==> config.mk <==
export PLATFORM = sky130hd
export DESIGN_NAME = dp_bram_fifo_flat
export DESIGN_NICKNAME = d
export VERILOG_FILES = /design/src/rtl/dp_bram_fifo_pkg.sv /design/src/rtl/dp_bram_fifo_if.sv /design/src/rtl/dp_bram.sv /design/src/rtl/dp_bram_fifo.sv /design/src/flat_wrapper.sv
export SDC_FILE = /design/constraint.sdc
export NUM_CORES = 2
export LEC_CHECK = 0
export BUFFER_PORTS_ARGS = -buffer_cell sky130_fd_sc_hd__clkbuf_2
export CORE_MARGIN = 4
export CORE_UTILIZATION = 55
export DETAILED_ROUTE_END_ITERATION = 7
export PLACE_DENSITY_LB_ADDON = 0.05
export SYNTH_ARGS = -nofsm -noshare
export SYNTH_HDL_FRONTEND = slang
export SYNTH_SLANG_ARGS = --single-unit
==> constraint.sdc <==
create_clock -name clk_in -period 3.15 [get_ports clk_in]
set_clock_uncertainty 0.1 [all_clocks]
set_input_delay 0.315 -clock clk_in [delete_from_list [all_inputs] [get_ports clk_in]]
set_output_delay 0.315 -clock clk_in [all_outputs]
set_load 0.03 [all_outputs]
==> src/rtl/dp_bram_fifo_pkg.sv <==
// Shared constants and sizing helpers for the block-RAM FIFO.
package dp_bram_fifo_pkg;

  // Storage granularity in bits: one iCE40 4 kbit block RAM.
  localparam int SIZE_GRANULE = 4096;

  // Number of WIDTH-bit words held by SIZE bits of storage.
  function automatic int fifo_depth(input int size, input int width);
    return size / width;
  endfunction

  // Pointer width needed to address fifo_depth() words.
  function automatic int fifo_addrw(input int size, input int width);
    return $clog2(size / width);
  endfunction

endpackage

==> src/rtl/dp_bram_fifo_if.sv <==
// Producer/consumer handshake bundle for dp_bram_fifo.
// The master side pushes, pops and flushes; the slave side is the FIFO.
interface dp_bram_fifo_if
  import dp_bram_fifo_pkg::*;
#(
  parameter int WIDTH = 8,
  parameter int SIZE  = SIZE_GRANULE
);

  localparam int ADDRW = fifo_addrw(SIZE, WIDTH);

  logic             flush_in;
  logic             push_in;
  logic [WIDTH-1:0] push_data_in;
  logic             push_ready_out;
  logic             pop_valid_out;
  logic [WIDTH-1:0] pop_data_out;
  logic             pop_in;
  logic [ADDRW:0]   count_out;
  logic             afull_out;
  logic             overflow_out;

  modport master (
    output flush_in,
    output push_in,
    output push_data_in,
    output pop_in,
    input  push_ready_out,
    input  pop_valid_out,
    input  pop_data_out,
    input  count_out,
    input  afull_out,
    input  overflow_out
  );

  modport slave (
    input  flush_in,
    input  push_in,
    input  push_data_in,
    input  pop_in,
    output push_ready_out,
    output pop_valid_out,
    output pop_data_out,
    output count_out,
    output afull_out,
    output overflow_out
  );

endinterface

==> src/rtl/dp_bram.sv <==
// Simple dual-port RAM: one write port, one registered read port.
// Written so that synthesis maps it onto iCE40 block RAM.
module dp_bram
  import dp_bram_fifo_pkg::*;
#(
  parameter  int WIDTH = 8,
  parameter  int SIZE  = SIZE_GRANULE,
  localparam int DEPTH = fifo_depth(SIZE, WIDTH),
  localparam int ADDRW = fifo_addrw(SIZE, WIDTH)
) (
  input  logic             clk_in,
  input  logic             wr_en_in,
  input  logic [ADDRW-1:0] wr_addr_in,
  input  logic [WIDTH-1:0] wr_data_in,
  input  logic [ADDRW-1:0] rd_addr_in,
  output logic [WIDTH-1:0] rd_data_out
);

  logic [WIDTH-1:0] mem_q [DEPTH];
  logic [WIDTH-1:0] rd_data_q;

  // Write port: store one word per enabled edge.
  // NOTE: the array has no reset; resetting it would prevent BRAM inference,
  // and the FIFO never presents a location it has not written since reset.
  always_ff @(posedge clk_in) begin
    if (wr_en_in) begin
      mem_q[wr_addr_in] <= wr_data_in;
    end
  end

  // Read port: registered read every cycle; a same-edge write is not forwarded.
  always_ff @(posedge clk_in) begin
    rd_data_q <= mem_q[rd_addr_in];
  end

  assign rd_data_out = rd_data_q;

endmodule

==> src/rtl/dp_bram_fifo.sv <==
// First-word-fall-through FIFO on a synchronous-read block RAM.
// All control state (pointers, fill count, output valid, flags) lives here;
// dp_bram only stores words.
module dp_bram_fifo
  import dp_bram_fifo_pkg::*;
#(
  parameter int WIDTH     = 8,
  parameter int SIZE      = SIZE_GRANULE,
  parameter int AFULL_LVL = fifo_depth(SIZE, WIDTH) - 16
) (
  input logic           clk_in,
  input logic           rst_in,
  dp_bram_fifo_if.slave bus
);

  localparam int DEPTH = fifo_depth(SIZE, WIDTH);
  localparam int ADDRW = fifo_addrw(SIZE, WIDTH);

  localparam logic [ADDRW:0]   CNT_FULL  = (ADDRW + 1)'(DEPTH);
  localparam logic [ADDRW:0]   CNT_AFULL = (ADDRW + 1)'(AFULL_LVL);
  localparam logic [ADDRW:0]   CNT_ONE   = (ADDRW + 1)'(1);
  localparam logic [ADDRW-1:0] PTR_ONE   = ADDRW'(1);

  // Registered control state and its next-state values.
  logic [ADDRW-1:0] wr_ptr_q, wr_ptr_d;
  logic [ADDRW-1:0] rd_ptr_q, rd_ptr_d;
  logic [ADDRW:0]   count_q, count_d;
  logic             valid_q, valid_d;
  logic             overflow_q, overflow_d;

  // Handshake decode and RAM port signals.
  logic             full;
  logic             push_acc;
  logic             pop_acc;
  logic             ram_wr_en;
  logic [ADDRW-1:0] ram_rd_addr;
  logic [WIDTH-1:0] ram_rd_data;

  // Full/empty come from the count alone; the pointers wrap with no extra bit.
  assign full     = (count_q == CNT_FULL);
  assign push_acc = bus.push_in && !full;
  assign pop_acc  = bus.pop_in && valid_q;

  // Flush and reset discard a same-cycle push, so it must not reach the RAM.
  assign ram_wr_en = push_acc && !bus.flush_in && !rst_in;

  // Look one word ahead on a pop so back-to-back pops stream one per cycle.
  assign ram_rd_addr = pop_acc ? rd_ptr_q + PTR_ONE : rd_ptr_q;

  // Next-state logic for pointers, count, output valid and overflow flag.
  // NOTE: every _d gets its hold value first, so no path can infer a latch.
  always_comb begin
    wr_ptr_d   = wr_ptr_q;
    rd_ptr_d   = rd_ptr_q;
    count_d    = count_q;
    valid_d    = valid_q;
    overflow_d = overflow_q;

    if (bus.flush_in) begin
      // Flush empties the FIFO but deliberately keeps the overflow history.
      wr_ptr_d = '0;
      rd_ptr_d = '0;
      count_d  = '0;
      valid_d  = 1'b0;
    end else begin
      if (push_acc) begin
        wr_ptr_d = wr_ptr_q + PTR_ONE;
      end
      if (pop_acc) begin
        rd_ptr_d = rd_ptr_q + PTR_ONE;
      end

      unique case ({push_acc, pop_acc})
        2'b10:   count_d = count_q + CNT_ONE;
        2'b01:   count_d = count_q - CNT_ONE;
        default: count_d = count_q;
      endcase

      // The word read on this edge is good only if it was already stored
      // before the edge: a word written on the same edge is not forwarded,
      // which is what produces the one-cycle bubble after an empty FIFO.
      if (pop_acc) begin
        valid_d = (count_q > CNT_ONE);
      end else begin
        valid_d = (count_q != '0);
      end

      if (bus.push_in && full) begin
        overflow_d = 1'b1;
      end
    end
  end

  // State register with synchronous reset; reset outranks flush, push and pop.
  // NOTE: sequential state uses non-blocking assignment so every register
  // samples the pre-edge value of every other register.
  always_ff @(posedge clk_in) begin
    if (rst_in) begin
      wr_ptr_q   <= '0;
      rd_ptr_q   <= '0;
      count_q    <= '0;
      valid_q    <= 1'b0;
      overflow_q <= 1'b0;
    end else begin
      wr_ptr_q   <= wr_ptr_d;
      rd_ptr_q   <= rd_ptr_d;
      count_q    <= count_d;
      valid_q    <= valid_d;
      overflow_q <= overflow_d;
    end
  end

  dp_bram #(
    .WIDTH (WIDTH),
    .SIZE  (SIZE)
  ) u_ram (
    .clk_in      (clk_in),
    .wr_en_in    (ram_wr_en),
    .wr_addr_in  (wr_ptr_q),
    .wr_data_in  (bus.push_data_in),
    .rd_addr_in  (ram_rd_addr),
    .rd_data_out (ram_rd_data)
  );

  assign bus.push_ready_out = !full;
  assign bus.pop_valid_out  = valid_q;
  assign bus.pop_data_out   = ram_rd_data;
  assign bus.count_out      = count_q;
  assign bus.afull_out      = (count_q >= CNT_AFULL);
  assign bus.overflow_out   = overflow_q;

endmodule

==> src/flat_wrapper.sv <==
// flat-port wrapper written by rule: the top's interface ports become plain ports
module dp_bram_fifo_flat import dp_bram_fifo_pkg::*;
#(
  parameter int WIDTH     = 8,
  parameter int SIZE      = SIZE_GRANULE,
  parameter int AFULL_LVL = fifo_depth(SIZE, WIDTH) - 16
)
  (clk_in, rst_in, bus_flush_in, bus_push_in, bus_push_data_in, bus_pop_in, bus_push_ready_out, bus_pop_valid_out, bus_pop_data_out, bus_count_out, bus_afull_out, bus_overflow_out);
  dp_bram_fifo_if #(.WIDTH(WIDTH), .SIZE(SIZE)) bus_i ();
  input logic clk_in;
  input logic rst_in;
  input wire logic [$bits(bus_i.flush_in)-1:0] bus_flush_in;
  input wire logic [$bits(bus_i.push_in)-1:0] bus_push_in;
  input wire logic [$bits(bus_i.push_data_in)-1:0] bus_push_data_in;
  input wire logic [$bits(bus_i.pop_in)-1:0] bus_pop_in;
  output wire logic [$bits(bus_i.push_ready_out)-1:0] bus_push_ready_out;
  output wire logic [$bits(bus_i.pop_valid_out)-1:0] bus_pop_valid_out;
  output wire logic [$bits(bus_i.pop_data_out)-1:0] bus_pop_data_out;
  output wire logic [$bits(bus_i.count_out)-1:0] bus_count_out;
  output wire logic [$bits(bus_i.afull_out)-1:0] bus_afull_out;
  output wire logic [$bits(bus_i.overflow_out)-1:0] bus_overflow_out;
  assign bus_i.flush_in = bus_flush_in;
  assign bus_i.push_in = bus_push_in;
  assign bus_i.push_data_in = bus_push_data_in;
  assign bus_i.pop_in = bus_pop_in;
  assign bus_push_ready_out = bus_i.push_ready_out;
  assign bus_pop_valid_out = bus_i.pop_valid_out;
  assign bus_pop_data_out = bus_i.pop_data_out;
  assign bus_count_out = bus_i.count_out;
  assign bus_afull_out = bus_i.afull_out;
  assign bus_overflow_out = bus_i.overflow_out;
  dp_bram_fifo #(.WIDTH(WIDTH), .SIZE(SIZE), .AFULL_LVL(AFULL_LVL)) u_core (.clk_in(clk_in), .rst_in(rst_in), .bus(bus_i));
endmodule
==> results.md <==
Power:
- Power spread over the standard cell area amounts to 552 mW/mm^2.
- IR analysis of the VDD net gives a maximum drop of 0.525 mV.
- The static leakage is 70.1 nW.
- After layout, the design draws a total of 114 mW.

Setup path:
- The standard cell with the maximum stage delay on the critical path is nand4_1.
- The arrival time reported for the critical path endpoint is 4.61 ns.
- The endpoint kind of the worst setup timing path is a flop.
- The kind of critical path is flop to flop.
- The delay of the slowest cell on the worst path is 0.51 ns.
- The peak fanout along the critical path is 14.
- The critical path required time is 3.95 ns.
- Traced cell by cell, the critical path runs through buf_6 -> buf_4 -> nand3_4 -> nand2_8 -> buf_12 -> buf_12 -> buf_16 -> buf_6 -> a21oi_1 -> a221oi_2 -> or3_1 -> nand4_1 -> nor4_2 -> buf_4 -> o21ai_0 -> nand4_1.
- The startpoint type of the worst setup path is a flop.

Run status:
- The final reports fail on negative setup slack.
- The run finished, with violations left.

Yosys:
- The mean post-synth cell area is 16.1 um^2.
- The sequential area share after synthesis is 0.745.
- The unique cell type count in the Yosys netlist is 91.
- The synthesized net count is 10307.
- The synthesized netlist occupies a cell area of 0.166 mm^2.
- The number of warnings printed during yosys synthesis is 0.
- The area share of the largest cell type after synthesis is 0.741.
- Counting flops and latches in the post-synthesis netlist gives 4134.
- Summed over all instances, the cell type with the most area after synthesis is edfxtp_1.
- After synthesis, the cell types taking the most area are edfxtp_1 74%, mux4_2 5.7%, nand2_1 3.2%, mux2i_1 2.9%, nand3_1 1.4%.
- The number of enable-type register cells in the synthesized netlist is 4096.
- The most instantiated flip-flop cell in the synthesis netlist is edfxtp_1.
- The share of async-settable or async-resettable flops after synthesis is 0.
- Synthesis produced a netlist whose cell count is 10284.

STA:
- Setup repair after global routing could not meet its margin everywhere.
- The worst slew margin relative to its limit is 0.366.
- Counting I/O delays and the setup requirement, the final critical path takes 3.82 ns.
- The hold violation count in the final report is 0.
- The final setup violation count is 8.
- The final critical-path setup slack is -0.666 ns.
- In the finished design, the share of the clock period the worst path needs comes to 1.21.
- Timing would allow up to 262 MHz.
- The final count of pins violating max slew is 0.
- For the pin with the worst max-slew slack, the measured transition is 0.950 ns.

Placement:
- At the end of routability-driven placement, the weighted congestion stood at 0.926.
- Input and output buffers added on the ports amount to 34.
- The placed instances occupy a cell area of 0.186 mm^2.
- The half-perimeter wire length of the detailed placement result is 331000 um.
- Prior to clock tree synthesis, the placed netlist has a worst setup slack of -1.71 ns.

Clocking:
- The insertion delay to the later sink of the worst-skew pair is 0.97 ns.
- In this run, CTS created clock tree buffers numbering 420.
- The number of levels the H-tree was split into is 5.
- The longest clock path from root to sink contains 4 buffers.
- Clock-pin slew was measured on the worst setup and hold paths at 0.07 ns.
- The number of sinks handled by clock tree synthesis is 4134.
- The clock root buffer is clkbuf_16.
- The clock tree from TritonCTS is done.

Cells and area:
- The end-of-flow core utilization is 0.686.
- The proportion of layout cells with a drive suffix above 1 is 0.292.
- The area growth from synthesis to layout is 24.1%.
- Leaving out fill and tap cells, the most frequent cell in the layout is edfxtp_1.
- The number of nets in the layout is 11904.
- After routing the design area is 0.206 mm^2.
- In the layout the commonest cells are 4096 x edfxtp_1, 1398 x nand2_1, 1362 x buf_4.

Global routing:
- The largest net degree at the start of global routing is 133.
- Summed over all layers, the global routing overflow is 0.
- The global-route wire length before repair is 734000 um.
- The number of global-route vias before repair was 101983.
- The initial antenna violation count is 7.
- For this run, the total global-route usage over all layers was measured as 0.328.

Routing:
- The per-cell via count in the routed design is 6.44.
- The total routed wirelength is 518000 um.
- The total number of vias is 104328.
- The detailed router's first-iteration violation count is 13538.
- Dividing the detail-routed wire length by the instance count gives 31.9 um.
- For this run, design rule violations remaining after detail routing come to 0.
- The count of nets left with antenna violations once routing finished came out at 0.
- The first-pass iteration count of the detailed router is 6.

Job:
- The tool flagged a number of max-cap violations equal to 0.

Die:
- The die covers 0.311 mm^2.
- The initial cell density of the core is 0.553.
- The count of pins on the block boundary is 35.
- The horizontal die dimension is 557 um.
- The floorplan step defined a core boundary enclosing 0.300 mm^2.
- The floorplan has 201 rows.
- Measured along the y axis, the die boundary spans 557 um.

Worst hold path:
- The path category of the worst min-delay check is input port to flop.
## metal layers
layer,global-route usage,vias up,wire [um]
li1,-,44123,-
met1,0.456,53599,198000
met2,0.520,5642,247000
met3,0.0533,958,47700
met4,0.139,6,25200
met5,0,-,34
## kinds of logic (layout without fill, tap and decap cells)
group	count (synthesis)	after routing	share of synthesized area
DFF	4134	4134	0.745
and+or+nand+nor	2978	2979	0.0792
AOI/OAI and AO/OA	1441	1441	0.0641
muxes	909	909	0.0865
buffers and inverters	786	2742	0.0225
xor gates and xnor gates	26	26	0.00151
adders and majority gates	10	10	0.000754
other	0	7	0
## cell type report
| class | instances | area, um^2 |
|---|---|---|
| Sequential cell | 4134 | 124000 |
| Clock inverter | 261 | 2820 |
| Timing Repair Buffer | 1950 | 21300 |
| Antenna cell | 7 | 17.5 |
| Clock buffer | 521 | 11000 |
| Fill cell | 19860 | 94200 |
| Multi-Input combinational cell | 5365 | 42200 |
| Tap cell | 3958 | 4950 |
| Inverter | 10 | 46.3 |
## synth_stat cells, types with 27 or more instances
master     number
and3_1        264
o311ai_0       31
buf_4          69
edfxtp_1     4096
nor2_1        570
mux2i_1       488
a22oi_1        38
a221oi_1       59
dfxtp_1        38
nand3_1       457
a221o_1        34
buf_1          61
clkbuf_1      334
nand4_1        98
a311o_1        27
a31oi_1        97
a2111oi_0      87
o21ai_0       117
nand2_1      1419
a32oi_1       167
nor3_1         36
a211oi_1      210
a21oi_1       269
buf_2         290
nor4_1         30
a32o_1         54
o22ai_1        60
mux4_2        420
## state kept, by name, indices dropped and copies added, names as in the netlist
register                  count
u_core.bus.count_out         10
u_core.bus.overflow_out       1
u_core.bus.pop_valid_out      1
u_core.rd_ptr_q               9
u_core.u_ram.mem_q         4096
u_core.u_ram.rd_data_out      8
u_core.wr_ptr_q               9
## what timing repair did
item                                     CTS  global route
resized for setup                        361           263
endpoints found under the setup margin  1017           468
hold buffers                              12             0
hold endpoints to repair                 789             0
pin swaps                                 88           110
setup buffers                            100            82
cloned                                    33             9
## through the flow
stage               instances  hold WS [ns]  TNS [ns]
global placement        15190         0.353    -71.46
finish                  16206         0.128     -4.74
detailed placement      15190         0.364    -88.31
CTS                     16117        0.0293     -4.43
global route            16200         0.162     -5.16
floorplan               10284         0.287   -359.19
## worst paths after layout
path                                               start                     endpoint  slack [ns]  cells after the start
worst max-delay path            u_core.bus.pop_valid_out  u_core.u_ram.rd_data_out[4]       -0.67                     16
worst min-delay path                        bus_flush_in      u_core.bus.overflow_out        0.13                      5
worst max register to register  u_core.bus.pop_valid_out  u_core.u_ram.rd_data_out[4]       -0.67                     16
worst min register to register   u_core.bus.count_out[1]      u_core.bus.count_out[1]        0.45                      2
## report_power, final
part	total, mW	switching, mW	internal [mW]
sequential	60.5	0.0248	60.4
combinational	3.05	2.09	0.958
clock	50.2	21.1	29.0
## critical path, delay by kind of cell, from the launching register on
family / cells / cell delay, ns
DFF: 1 / 0.41
AOI/OAI and AO/OA: 3 / 0.62
buffers and inverters: 7 / 1.04
and+or+nand+nor: 6 / 1.52
Power figures use the tool's default switching activity.
